File: src/rtl/dps_pkg.sv
// Shared types and helpers for the double-pulse sequencer.
// Phase lengths are counted in clk cycles on a 16-bit counter.
package dps_pkg;

  typedef enum logic [2:0] {
    IDLE,
    P1,
    GAP,
    P2,
    COOL
  } state_e;

  localparam int unsigned CNT_W   = 16;
  localparam int unsigned CNT_MAX = (2 ** CNT_W) - 1;

  function automatic int unsigned us2cyc(
    input int unsigned us,
    input int unsigned cyc_per_us
  );
    return us * cyc_per_us;
  endfunction

endpackage

File: src/rtl/dps_debounce.sv
// Trigger conditioning: 2-flop synchroniser plus optional debounce.
// Debounce compiled in only with `define DPS_DEBOUNCE_EN.
module dps_debounce
  import dps_pkg::*;
#(
  parameter int unsigned DEB_CYC = 300
) (
  input  logic clk,
  input  logic rst_n,
  input  logic tem_i,
  output logic sync_o,
  output logic filt_o
);

  logic [1:0] sync_q;

  if (DEB_CYC == 0 || DEB_CYC > CNT_MAX) begin : g_bad_deb
    $error("dps_debounce: DEB_CYC out of range");
  end

  // Two-flop synchroniser for the asynchronous trigger.
  always_ff @(posedge clk or negedge rst_n) begin
    if (!rst_n) sync_q <= '0;
    else        sync_q <= {sync_q[0], tem_i};
  end

  assign sync_o = sync_q[1];

`ifdef DPS_DEBOUNCE_EN
  localparam logic [CNT_W-1:0] DEB_E = CNT_W'(DEB_CYC - 1);

  logic [CNT_W-1:0] cnt_q, cnt_d;
  logic             filt_q, filt_d;

  // Count consecutive cycles the input differs from the filtered level.
  always_comb begin
    filt_d = filt_q;
    cnt_d  = '0;
    if (sync_q[1] != filt_q) begin
      if (cnt_q == DEB_E) filt_d = sync_q[1];
      else                cnt_d  = cnt_q + CNT_W'(1);
    end
  end

  // Filtered level and stability counter.
  always_ff @(posedge clk or negedge rst_n) begin
    if (!rst_n) begin
      cnt_q  <= '0;
      filt_q <= 1'b0;
    end else begin
      cnt_q  <= cnt_d;
      filt_q <= filt_d;
    end
  end

  assign filt_o = filt_q;
`else
  assign filt_o = sync_q[1];
`endif

endmodule

File: src/rtl/double_pulse_seq.sv
// Double-pulse burst sequencer for the K1/K2 gate drivers.
// Optional trigger debounce via `define DPS_DEBOUNCE_EN.
module double_pulse_seq
  import dps_pkg::*;
#(
  parameter int unsigned CLK_PER_US = 100,
  parameter int unsigned DEB_US     = 2,
  parameter int unsigned T1_US      = 30,
  parameter int unsigned TGAP_US    = 20,
  parameter int unsigned T2_US      = 30,
  parameter int unsigned COOL_US    = 100
) (
  input  logic clk,
  input  logic rst_n,
  input  logic enable,
  input  logic TEM,
  input  logic abort,
  output logic K1,
  output logic K2,
  output logic busy,
  output logic done,
  output logic fault
);

  localparam int unsigned T1_C = us2cyc(T1_US, CLK_PER_US);
  localparam int unsigned TG_C = us2cyc(TGAP_US, CLK_PER_US);
  localparam int unsigned T2_C = us2cyc(T2_US, CLK_PER_US);
  localparam int unsigned CL_C = us2cyc(COOL_US, CLK_PER_US);
  localparam int unsigned DB_C = us2cyc(DEB_US + 1, CLK_PER_US);

  if (T1_C > CNT_MAX || TG_C > CNT_MAX ||
      T2_C > CNT_MAX || CL_C > CNT_MAX ||
      T1_C == 0 || TG_C == 0 ||
      T2_C == 0 || CL_C == 0) begin : g_bad_len
    $error("double_pulse_seq: phase length out of range");
  end

  localparam logic [CNT_W-1:0] T1_E = CNT_W'(T1_C - 1);
  localparam logic [CNT_W-1:0] TG_E = CNT_W'(TG_C - 1);
  localparam logic [CNT_W-1:0] T2_E = CNT_W'(T2_C - 1);
  localparam logic [CNT_W-1:0] CL_E = CNT_W'(CL_C - 1);

  logic       sync, filt;
  logic [1:0] vld_q;
  logic       arm_q, filt_q, rise_q;

  dps_debounce #(
    .DEB_CYC(DB_C)
  ) u_deb (
    .clk   (clk),
    .rst_n (rst_n),
    .tem_i (TEM),
    .sync_o(sync),
    .filt_o(filt)
  );

  // Registered rising edge; a trigger already high when reset
  // releases is not a fresh edge, so arm only after seeing it low.
  always_ff @(posedge clk or negedge rst_n) begin
    if (!rst_n) begin
      vld_q  <= '0;
      arm_q  <= 1'b0;
      filt_q <= 1'b0;
      rise_q <= 1'b0;
    end else begin
      vld_q  <= {vld_q[0], 1'b1};
      arm_q  <= arm_q | (vld_q[1] & ~sync);
      filt_q <= filt;
      rise_q <= arm_q & filt & ~filt_q;
    end
  end

  state_e           state_q, state_d;
  logic [CNT_W-1:0] cnt_q, cnt_d;
  logic             fault_d, done_d;
  logic             active;

  assign active = (state_q == P1) || (state_q == GAP) ||
                  (state_q == P2);

  // Next state, phase counter and flag updates.
  always_comb begin
    state_d = state_q;
    cnt_d   = cnt_q + CNT_W'(1);
    fault_d = fault;
    done_d  = 1'b0;
    if (!enable) begin
      state_d = IDLE;
      cnt_d   = '0;
      fault_d = 1'b0;
    end else if (abort && active) begin
      state_d = IDLE;
      cnt_d   = '0;
      fault_d = 1'b1;
    end else begin
      unique case (state_q)
        IDLE: begin
          cnt_d = '0;
          if (rise_q) state_d = P1;
        end
        P1: if (cnt_q == T1_E) begin
          state_d = GAP;
          cnt_d   = '0;
        end
        GAP: if (cnt_q == TG_E) begin
          state_d = P2;
          cnt_d   = '0;
        end
        P2: if (cnt_q == T2_E) begin
          state_d = COOL;
          cnt_d   = '0;
        end
        COOL: if (cnt_q == CL_E) begin
          state_d = IDLE;
          cnt_d   = '0;
          done_d  = 1'b1;
        end
        default: begin
          state_d = IDLE;
          cnt_d   = '0;
        end
      endcase
    end
  end

  // State, counter and outputs decoded from the next state.
  always_ff @(posedge clk or negedge rst_n) begin
    if (!rst_n) begin
      state_q <= IDLE;
      cnt_q   <= '0;
      K1      <= 1'b0;
      K2      <= 1'b0;
      busy    <= 1'b0;
      done    <= 1'b0;
      fault   <= 1'b0;
    end else begin
      state_q <= state_d;
      cnt_q   <= cnt_d;
      K1      <= (state_d == P1) || (state_d == P2);
      K2      <= (state_d == P1) || (state_d == P2);
      busy    <= (state_d != IDLE);
      done    <= done_d;
      fault   <= fault_d;
    end
  end

endmodule

File: config.mk
export PLATFORM = sky130hd
export DESIGN_NAME = double_pulse_seq
export DESIGN_NICKNAME = d
export VERILOG_FILES = /design/src/rtl/dps_pkg.sv /design/src/rtl/dps_debounce.sv /design/src/rtl/double_pulse_seq.sv
export SDC_FILE = /design/constraint.sdc
export NUM_CORES = 1
export LEC_CHECK = 0
export CORE_MARGIN = 1.5
export CORE_UTILIZATION = 59
export DETAILED_ROUTE_END_ITERATION = 10
export DONT_BUFFER_PORTS = 1
export PLACE_DENSITY = 0.75
export SETUP_SLACK_MARGIN = 0.02
export SYNTH_ARGS = -nofsm -noshare
export SYNTH_HDL_FRONTEND = slang
export SYNTH_SLANG_ARGS = --single-unit
File: constraint.sdc
create_clock -name clk -period 2.55 [get_ports clk]
set_input_delay 0.3825 -clock clk [delete_from_list [all_inputs] [get_ports clk]]
set_output_delay 0.3825 -clock clk [all_outputs]
set_load 0.05 [all_outputs]
==> results of run 1 <==
-- cell families (layout without fill, tap and decap cells) --
logic type | after synthesis | in the layout | synth area share [%]
AND/OR/NAND/NOR | 58 | 58 | 23.6
flip-flops | 30 | 30 | 51.9
AO/OA/AOI/OAI | 24 | 24 | 11.9
XOR/XNOR | 13 | 13 | 7.87
buffers and inverters | 8 | 15 | 2.85
adder cells (fa/ha/maj) | 1 | 1 | 0.865
other | 1 | 1 | 0.259
multiplexers | 1 | 1 | 0.778
-- per-layer routing --
layer / track usage (%) / part of all wire (%) / vias to the layer above
met5: 0 / 0 / -
met4: 10.3 / 0.58 / 0
met3: 10.3 / 6.1 / 2
met2: 38.3 / 49 / 44
met1: 36.5 / 45 / 551
li1: - / - / 523
-- flip-flops by register name, summed over array words and instances (netlist names) --
register and cells:
K2 1, arm_q 1, busy 1, cnt_q 16
done 1, fault 1, filt_q 1, rise_q 1
state_q 3, u_deb.sync_q 2, vld_q 2
-- metrics by stage --
step | setup WS [ps] | power [mW] | std cells
2_1_floorplan | 463 | 0.543 | 136
3_3_place_gp | 405 | 0.545 | 161
3_5_place_dp | 355 | 0.546 | 161
6_report | 323 | 0.859 | 171
5_1_grt | 251 | 0.906 | 171
4_1_cts | 337 | 0.858 | 171
-- layout by cell type, fill, tap and decap left out, types with 2 or more instances in the layout --
master and count:
and3_1 2, o21ai_0 4, buf_4 2, and4_1 3, nor3_1 2, or4_1 2
xnor2_1 2, dfrtp_1 30, nand4b_1 2, nor4_1 2, xor2_1 11, inv_1 3
o2111ai_1 2, clkbuf_4 5, nand2_1 7, or4_4 2, or3_1 3, nor2_1 9
a211oi_1 11, a21oi_1 4, nand4_1 7, nand3_1 12
-- path summary, 6_finish.rpt --
check | start | to | slack [ps] | cells after the start
setup reg to reg | cnt_q[6] | cnt_q[10] | 320 | 5
hold reg to reg | u_deb.sync_q[0] | u_deb.sync_q[1] | 360 | 0
min in group asynchronous | rst_n | state_q[2] | 450 | 2
max in group asynchronous | rst_n | cnt_q[13] | 1910 | 2
hold / removal | TEM | u_deb.sync_q[0] | 70 | 0
setup / recovery | cnt_q[6] | cnt_q[10] | 320 | 5
-- cell type report --
class | count | area [sq um]
well taps | 28 | 35.0
clock buffers | 6 | 51.3
inverters | 3 | 11.3
repair buffers | 4 | 45.0
flip-flops and latches | 30 | 751
multi-input cells | 98 | 654
fillers | 182 | 694
clock inverters | 2 | 12.5
-- power groups by stage --
stage                     combinational [mW]  clock [mW]  sequential (mW)
after floorplan                       0.0301           0            0.513
after global placement                0.0262           0            0.519
after detailed placement              0.0267           0            0.520
after CTS                             0.0412       0.307            0.510
after global routing                  0.0476       0.346            0.512
final                                 0.0416       0.307            0.510
-- timing repair --
item | CTS | global route
buffers inserted | 0 | 0
hold buffers | 2 | 0
hold endpoints to repair | 30 | 0
==> out/results.tsv, run 1 <==
stage	metric	value	unit
layout	ant diodes	0	
setup_path	Crit path largest cell delay	560	ps
power	leak pwr	0.625	nW
sta	setup_tns	0	ps
power	Clk network pwr share	35.7	%
power	Sw Ratio	26.5	%
clock_network	H-tree levels	2	
synth	post-synthesis sequential area ratio	51.9	%
floorplanning	die height	52.5	um
synth	syn_area_per_cell	10.6	sq um
layout	layout cell share with drive strength beyond 1	11.9	%
synth	synth unique cells	34	
layout	Layout area overhead	7.87	%
clock_network	Sink Count	30	
sta	Slew HR	40.3	%
power	PwrDens	550	nW/um^2
placed_design	Placed Area	1470	sq um
detailed_routing	Final ANT Viol Nets	0	
grt	GRT Overall Usage	26.8	%
placed_design	placed wire-length estimate	1810	um
clock_network	CTS tree	built	
power	NetSw	0.227	mW
sta	skew final	26.4	ps
setup_path	crit path DAT	2420	ps
synth	number of synthesized register bits	30	
placed_design	RePlAce Congestion	0.856	
clock_network	CTS Buf Count	5	
grt	vias in the first global route	1069	
synth	top post-synthesis cells by area	dfrtp_1 (52%), xor2_1 (6.7%), a211oi_1 (5.7%)	
floorplanning	Horiz. Die Dim	52.5	um
synth	post-synth top area share	51.9	%
synth	Mapped Area	1450	sq um
flow_run	Max Cap Violations	0	
detailed_routing	# DRC	0	
synth	Synth Warn #	0	
synth	Synth Net Count	142	
sta	final hold violations	0	
synth	share of synthesized flip-flops with an asynchronous set or reset	100	%
detailed_routing	drt total wl	2950	um
floorplanning	Initial Utilization	64.2	%
setup_path	WP buf/inv	1	
clock_network	Worst-Skew Late Latency	350	ps
setup_path	crit path kind	reg2reg	
synth	Mapped Cells	136	
setup_path	CP required	2740	ps
setup_path	Setup crit start kind	flop	
detailed_routing	Pre-Repair DR Iteration Count	4	
setup_path	critical-path cell list	or4_4 -> or4_4 -> a32oi_2 -> buf_4 -> a211oi_1	
power	Gate power share	4.8	%
sta	worst hold margin	72.5	ps
power	P_int	0.632	mW
power	sequential share of power	59.4	%
sta	Final setup viols	0	
clock_network	maximum clock insertion buffer count	2	
grt	largest net degree at the start of global routing	31	
setup_path	most used cell, CP	or4_4	
floorplanning	I/O pin count	10	
sta	crit path time final	2230	ps
synth	Synth Flop Type	dfrtp_1	
setup_path	Worst setup EP type	flop	
detailed_routing	Vias/cell	6.55	
synth	count leader, synth	dfrtp_1	
synth	Synth area leader	dfrtp_1	
detailed_routing	routed len/inst	17.3	um
setup_path	critical path peak fanout	12	
status	run status	finished, final reports clean	
floorplanning	row cnt	17	
layout	Util after Layout	69.2	%
hold_path	Worst Hold Class	in2reg	
placed_design	port buffer count	0	
synth	most common library cells after synthesis	dfrtp_1 (30), nand3_1 (12), a211oi_1 (11), xor2_1 (11), nor2_1 (9)	
sta	Final period util	87.4	%
detailed_routing	DR vias	1120	
setup_path	Worst path slowest cell	or4_4	
grt	gr ovfl total	0	
sta	Worst Max-Slew Pin Slew	897	ps
sta	Final Slew Violations	0	
setup_path	Top delay family on crit path	simple AND/OR/NAND/NOR gates	
layout	Layout Nets	148	
sta	RSZ-0062 raised after global routing	no	
layout	Design Area, Final	1560	sq um
power	Max VDD drop	0.540	mV
synth	EDFF count, synth	0	
clock_network	Root Driver	clkbuf_4	
grt	first-pass GRT wire length	5110	um
grt	initial antenna violation count	0	
sta	Max Fclk	449	MHz
clock_network	Reg clk slew, reported paths	90	ps
floorplanning	die area	2760	sq um
clock_network	post-CTS sizing	0	
detailed_routing	initial DRC count	49	
floorplanning	core area	2250	sq um
Note: power is estimated with default switching activity, not from simulation.
==> run 2, diff against run 1 <==
--- a/config.mk
+++ b/config.mk
@@ -11,6 +11,7 @@
 export DONT_BUFFER_PORTS = 1
 export PLACE_DENSITY = 0.75
 export SETUP_SLACK_MARGIN = 0.02
+export SLEW_MARGIN = 20
 export SYNTH_ARGS = -nofsm -noshare
 export SYNTH_HDL_FRONTEND = slang
 export SYNTH_SLANG_ARGS = --single-unit
==> constraint.sdc (replaced) <==
create_clock -name clk -period 2.55 [get_ports clk]
set_input_delay 0.3825 -clock clk [delete_from_list [all_inputs] [get_ports clk]]
set_output_delay 0.3825 -clock clk [all_outputs]
set_load 0.02 [all_outputs]
==> results of run 2 <==
Same layout as run 1 (identical final DEF). Status: finished, final reports clean.
Main changes from that run: total power 0.859 mW -> 0.847 mW; worst IR drop on VDD 0.540 mV -> 0.539 mV
==> edit 1, RTL diff (settings of run 1) <==
Re-encode `state_e` (5 states) as Gray code, 3 bits wide.
--- a/src/rtl/dps_pkg.sv
+++ b/src/rtl/dps_pkg.sv
@@ -4,9 +4,9 @@
 
   typedef enum logic [2:0] {
-    IDLE,
-    P1,
-    GAP,
-    P2,
-    COOL
+    IDLE = 3'b000,
+    P1   = 3'b001,
+    GAP  = 3'b011,
+    P2   = 3'b010,
+    COOL = 3'b110
   } state_e;
 
Formal check against the unedited RTL: same outputs for any inputs over 10 cycles, from zero or initial values and one cycle with rst_n low; not proved beyond that.
==> edit 1 against run 1 <==
Total power is 3.6% lower; area after synthesis down 4.6%; sequential cell count unchanged; design area shrank 5.0%; largest power group unchanged; combinational power decreased by 22%; largest cell class unchanged; synthesized cell count is 2.9% lower; maximum frequency up 3.1%; worst setup slack gained 0.066 ns; highest routed layer unchanged; critical path depth stayed put; routed wire length shrank 20%.
==> edit 1: results (changes against run 1) <==
** Finish
- Nets :: 144 (was 148)
- Share of layout cells above drive strength 1 :: 0.07914 (was 0.1189)
- Count of filler cells inserted in the layout :: 176 (was 182)

** Power and ir drop
- The power per cell area came to 558.4 nW/um^2 (was 550.5 nW/um^2).
- Switching Power :: 0.0001974 W (was 0.0002274 W)
- Sequential share of power :: 0.614 (was 0.594)
- Power of the combinational group :: 0.0000326 W (was 0.0000416 W)

** Setup path
- The slowest cell on the critical path is sky130_fd_sc_hd__or4b_1 (was sky130_fd_sc_hd__or4_4).
- The worst endpoint data arrival time was 2.35 ns (was 2.42 ns).
- The critical path startpoint is cnt_q[4]$_DFF_PN0_ (was cnt_q[6]$_DFF_PN0_).

** Synth
- Adder-cell share of the synthesized area :: 0.009066 (was 0.008651)
- Top cells by instance count after synthesis :: sky130_fd_sc_hd__dfrtp_1 (30), sky130_fd_sc_hd__nor2_1 (23), sky130_fd_sc_hd__nand2_1 (12) (was sky130_fd_sc_hd__dfrtp_1 (30), sky130_fd_sc_hd__nand3_1 (12), sky130_fd_sc_hd__a211oi_1 (11), sky130_fd_sc_hd__xor2_1 (11), sky130_fd_sc_hd__nor2_1 (9))
- Proportion of synthesized chip area in sequential cells :: 0.5440 (was 0.5190)
- The count of unique library cells instantiated by Yosys is 35 (was 34).
- The xor and xnor area share after synthesis is 0.08885 (was 0.07872).

** Drt
- Via count normalized by instance count :: 5.766 (was 6.550)
- The average wire per standard cell is 14.17 um (was 17.27 um).
- The detailed-router iteration count before antenna repair is 5 (was 4).
- The overall via count from detail_route was 963 (was 1,120).

** GRT
- The met2 capacity usage during global routing came to 0.3462 (was 0.3833).
- Overall Global Routing Usage :: 0.2189 (was 0.2678)
- Routing usage on met3 :: 0.07895 (was 0.1029)
- Fraction of met1 tracks used by global routing :: 0.2549 (was 0.3650)
- Global-route wire length before repair :: 4043 um (was 5106 um)

** Outcome
- Outcome: finished clean (unchanged).

** Clock tree
- The latest clock arrival within the worst-skew pair is 0.32 ns (was 0.35 ns).

** Placement
- The estimated wirelength of the detail-placed design came to 1658 um (was 1811 um).
- Routability-driven placement congestion ratio :: 0.8256 (was 0.8562)
- Placed Area :: 1393 um^2 (was 1466 um^2)
- The number of instances in the placed design is 157 (was 161).

** Timing
- The worst clock skew came to 0.008494 ns (was 0.02641 ns).
-- edit 1: cell types whose count changed after synthesis, moves of 3 or more --
cell                       change
sky130_fd_sc_hd__a211oi_1      -9
sky130_fd_sc_hd__nand2_1       +5
sky130_fd_sc_hd__nand3_1       -8
sky130_fd_sc_hd__nand4_1       -5
sky130_fd_sc_hd__nor2_1       +14
sky130_fd_sc_hd__o21ai_0       -4
sky130_fd_sc_hd__xnor2_1       +3
-- edit 1: per-layer routing --
layer / wire length (um) / vias to the layer above
li1: - / 469
met1: 1068 / 468
met2: 1134 / 21
met3: 107 / 5
met4: 56 / 0
met5: 0 / -
-- edit 1: kinds of logic after synthesis --
kind of cell | after synthesis
and+or+nand+nor | 65
buffers and inverters | 6
adders and majority gates | 1
other | 1
AOI/OAI and AO/OA | 15
DFF | 30
xor gates and xnor gates | 14
-- edit 1: area by class of cell --
class / count / area share
Multi-Input combinational cell: 96 / 0.4017
Tap cell: 28 / 0.02363
Timing Repair Buffer: 2 / 0.02025
Inverter: 3 / 0.007595
Clock buffer: 7 / 0.03713
Clock inverter: 1 / 0.003376
Sequential cell: 30 / 0.5063
-- edit 1: final timing paths --
check | end | slack [ns]
max in group asynchronous | cnt_q[2]$_DFF_PN0_ | 1.89
setup / recovery | cnt_q[15]$_DFF_PN0_ | 0.39
setup reg to reg | cnt_q[15]$_DFF_PN0_ | 0.39
min in group asynchronous | K2$_DFF_PN0_ | 0.50
hold reg to reg | u_deb.sync_q[1]$_DFF_PN0_ | 0.36
hold / removal | u_deb.sync_q[0]$_DFF_PN0_ | 0.08
==> edit 2, RTL diff (flow settings as in run 1) <==
Without the edit above. Set the package constant `CNT_W` to 14 (it was 16).
--- a/src/rtl/dps_pkg.sv
+++ b/src/rtl/dps_pkg.sv
@@ -11,5 +11,5 @@
   } state_e;
 
-  localparam int unsigned CNT_W   = 16;
+  localparam int unsigned CNT_W   = 14;
   localparam int unsigned CNT_MAX = (2 ** CNT_W) - 1;
 
Behaviour: no difference found for any inputs over 10 cycles, from zero or initial values and one cycle with rst_n low; that may be too few to reach the edited logic, so the function may still have changed.
==> edit 2 against run 1 <==
Design area shrank 3.8%; total power shrank 6.7%; worst setup slack gained 0.32 ns; via count decreased by 14%; clock skew fell by 0.022 ns; routed wire length shrank 23%; sequential cell count shrank 2; area after synthesis fell by 1.9%.
==> edit 2: results (changes against run 1) <==
** Outcome
- Outcome: finished clean (unchanged).

** Finish
- The number of nets in the layout was 132 (was 148).
- Registers with the highest flip-flop counts :: cnt_q: 14 flops, state_q: 3 flops (was cnt_q: 16 flops, state_q: 3 flops)
- The layout cell share with drive strength beyond 1 is 0.1920 (was 0.1189).

** GRT
- The largest net degree at the start of global routing is 29 (was 31).
- The total global-route track usage came to 0.2039 (was 0.2678).

** Timing
- Worst-case clock skew :: 0.004301 ns (was 0.02641 ns)
- The measured slew at the worst slew-check pin came to 0.8619 ns (was 0.8967 ns).

** Drt
- Wire length per cell after detailed routing :: 14.95 um (was 17.27 um)
- DRC violation total after the first TritonRoute iteration :: 18 (was 49)

** Placement
- The placed standard-cell area came to 1419 um^2 (was 1466 um^2).
- Placement-stage worst setup slack :: 0.6563 ns (was 0.3554 ns)
- The placer congestion estimate came to 0.8431 (was 0.8562).
- The number of instances in the placed design is 147 (was 161).

** Setup path
- Worst-path fanout max :: 14 (was 12)
- Worst path arrival time :: 2.13 ns (was 2.42 ns)
- Worst-case register-to-register setup slack :: 0.65 ns (was 0.32 ns)

** Clock tree
- Number of levels in the clock H-tree :: 1 (was 2)
- The clock transition at the registers of the reported paths is 0.15 ns (was 0.09 ns).

** Power and ir drop
- Worst supply voltage drop on vdd :: 0.4381 mV (was 0.5397 mV)
- The static leakage was 0.6063 nW (was 0.6249 nW).

** Synth
- The register area share after synthesis is 0.4938 (was 0.5190).
- Largest cells by area after synthesis: sky130_fd_sc_hd__dfrtp_1 (49%), sky130_fd_sc_hd__nor3_2 (7.1%), sky130_fd_sc_hd__xor2_1 (4.3%) (was sky130_fd_sc_hd__dfrtp_1 (52%), sky130_fd_sc_hd__xor2_1 (6.7%), sky130_fd_sc_hd__a211oi_1 (5.7%)).
- Count of cell types in the netlist :: 43 (was 34)
- Top cells by instance count after synthesis: sky130_fd_sc_hd__dfrtp_1 (28), sky130_fd_sc_hd__nor2_1 (11), sky130_fd_sc_hd__nor3_2 (10) (was sky130_fd_sc_hd__dfrtp_1 (30), sky130_fd_sc_hd__nand3_1 (12), sky130_fd_sc_hd__a211oi_1 (11), sky130_fd_sc_hd__xor2_1 (11), sky130_fd_sc_hd__nor2_1 (9)).
## edit 2: worst paths after layout
| path | startpoint | to | cells after the start |
|---|---|---|---|
| worst min register to register | vld_q[0]$_DFF_PN0_ | vld_q[1]$_DFF_PN0_ | 0 |
| min in group asynchronous | rst_n | done$_DFF_PN0_ | 2 |
| worst min-delay path | TEM | u_deb.sync_q[0]$_DFF_PN0_ | 0 |
| worst max-delay path | cnt_q[0]$_DFF_PN0_ | cnt_q[1]$_DFF_PN0_ | 6 |
| max in group asynchronous | rst_n | cnt_q[8]$_DFF_PN0_ | 2 |
| worst max register to register | cnt_q[0]$_DFF_PN0_ | cnt_q[1]$_DFF_PN0_ | 6 |
## edit 2: timing repair
action / CTS / global route
endpoints found under the hold margin: 28 / 0
resized for setup: 0 / 0
hold buffers: 2 / 0
buffers inserted: 0 / 0
## edit 2: per-layer routing
layer	global-route usage	share of wire	vias up
met4	0.09649	0.0074	0
met3	0.03448	0.031	2
met5	0	0	-
li1	-	-	447
met1	0.2750	0.45	496
met2	0.3186	0.51	13
## edit 2: critical path: stages, from the launching register on
cell and delay, ns:
sky130_fd_sc_hd__dfrtp_1 0.41, sky130_fd_sc_hd__ha_1 0.20, sky130_fd_sc_hd__and3_1 0.34, sky130_fd_sc_hd__nand4_2 0.18, sky130_fd_sc_hd__a221oi_4 0.31, sky130_fd_sc_hd__buf_4 0.28
sky130_fd_sc_hd__nor3b_1 0.08
## edit 2: where the power goes
group | leakage, nW | total, W | switching [W] | internal [W]
Sequential | 0.371 | 0.000474 | 0.0000209 | 0.000453
Combinational | 0.207 | 0.0000404 | 0.0000261 | 0.0000143
Clock | 0.0279 | 0.000287 | 0.000128 | 0.000159
## edit 2: through the flow
step / hold slack (ns) / utilization
finish: 0.06313 / 0.6723
global route: 0.03163 / 0.6723
detailed placement: 0.08745 / 0.6353
CTS: 0.05274 / 0.6723
global placement: 0.08739 / 0.6353
floorplan: 0.08691 / -
## edit 2: logic make-up after synthesis
| group | Yosys count | synth area share |
|---|---|---|
| and+or+nand+nor | 61 | 0.3025 |
| DFF | 28 | 0.4938 |
| AOI/OAI and AO/OA | 14 | 0.08554 |
| xor gates and xnor gates | 10 | 0.06173 |
| buffers and inverters | 8 | 0.03791 |
| adders and majority gates | 1 | 0.008817 |
| other | 1 | 0.002643 |
| muxes | 1 | 0.007055 |
## edit 2: final cells by class
cell class,count,area share
clock inverters,1,0.02000
multi-input cells,88,0.4425
inverters,1,0.002500
clock buffers,3,0.01500
flip-flops and latches,28,0.4667
well taps,28,0.02333
repair buffers,4,0.03000
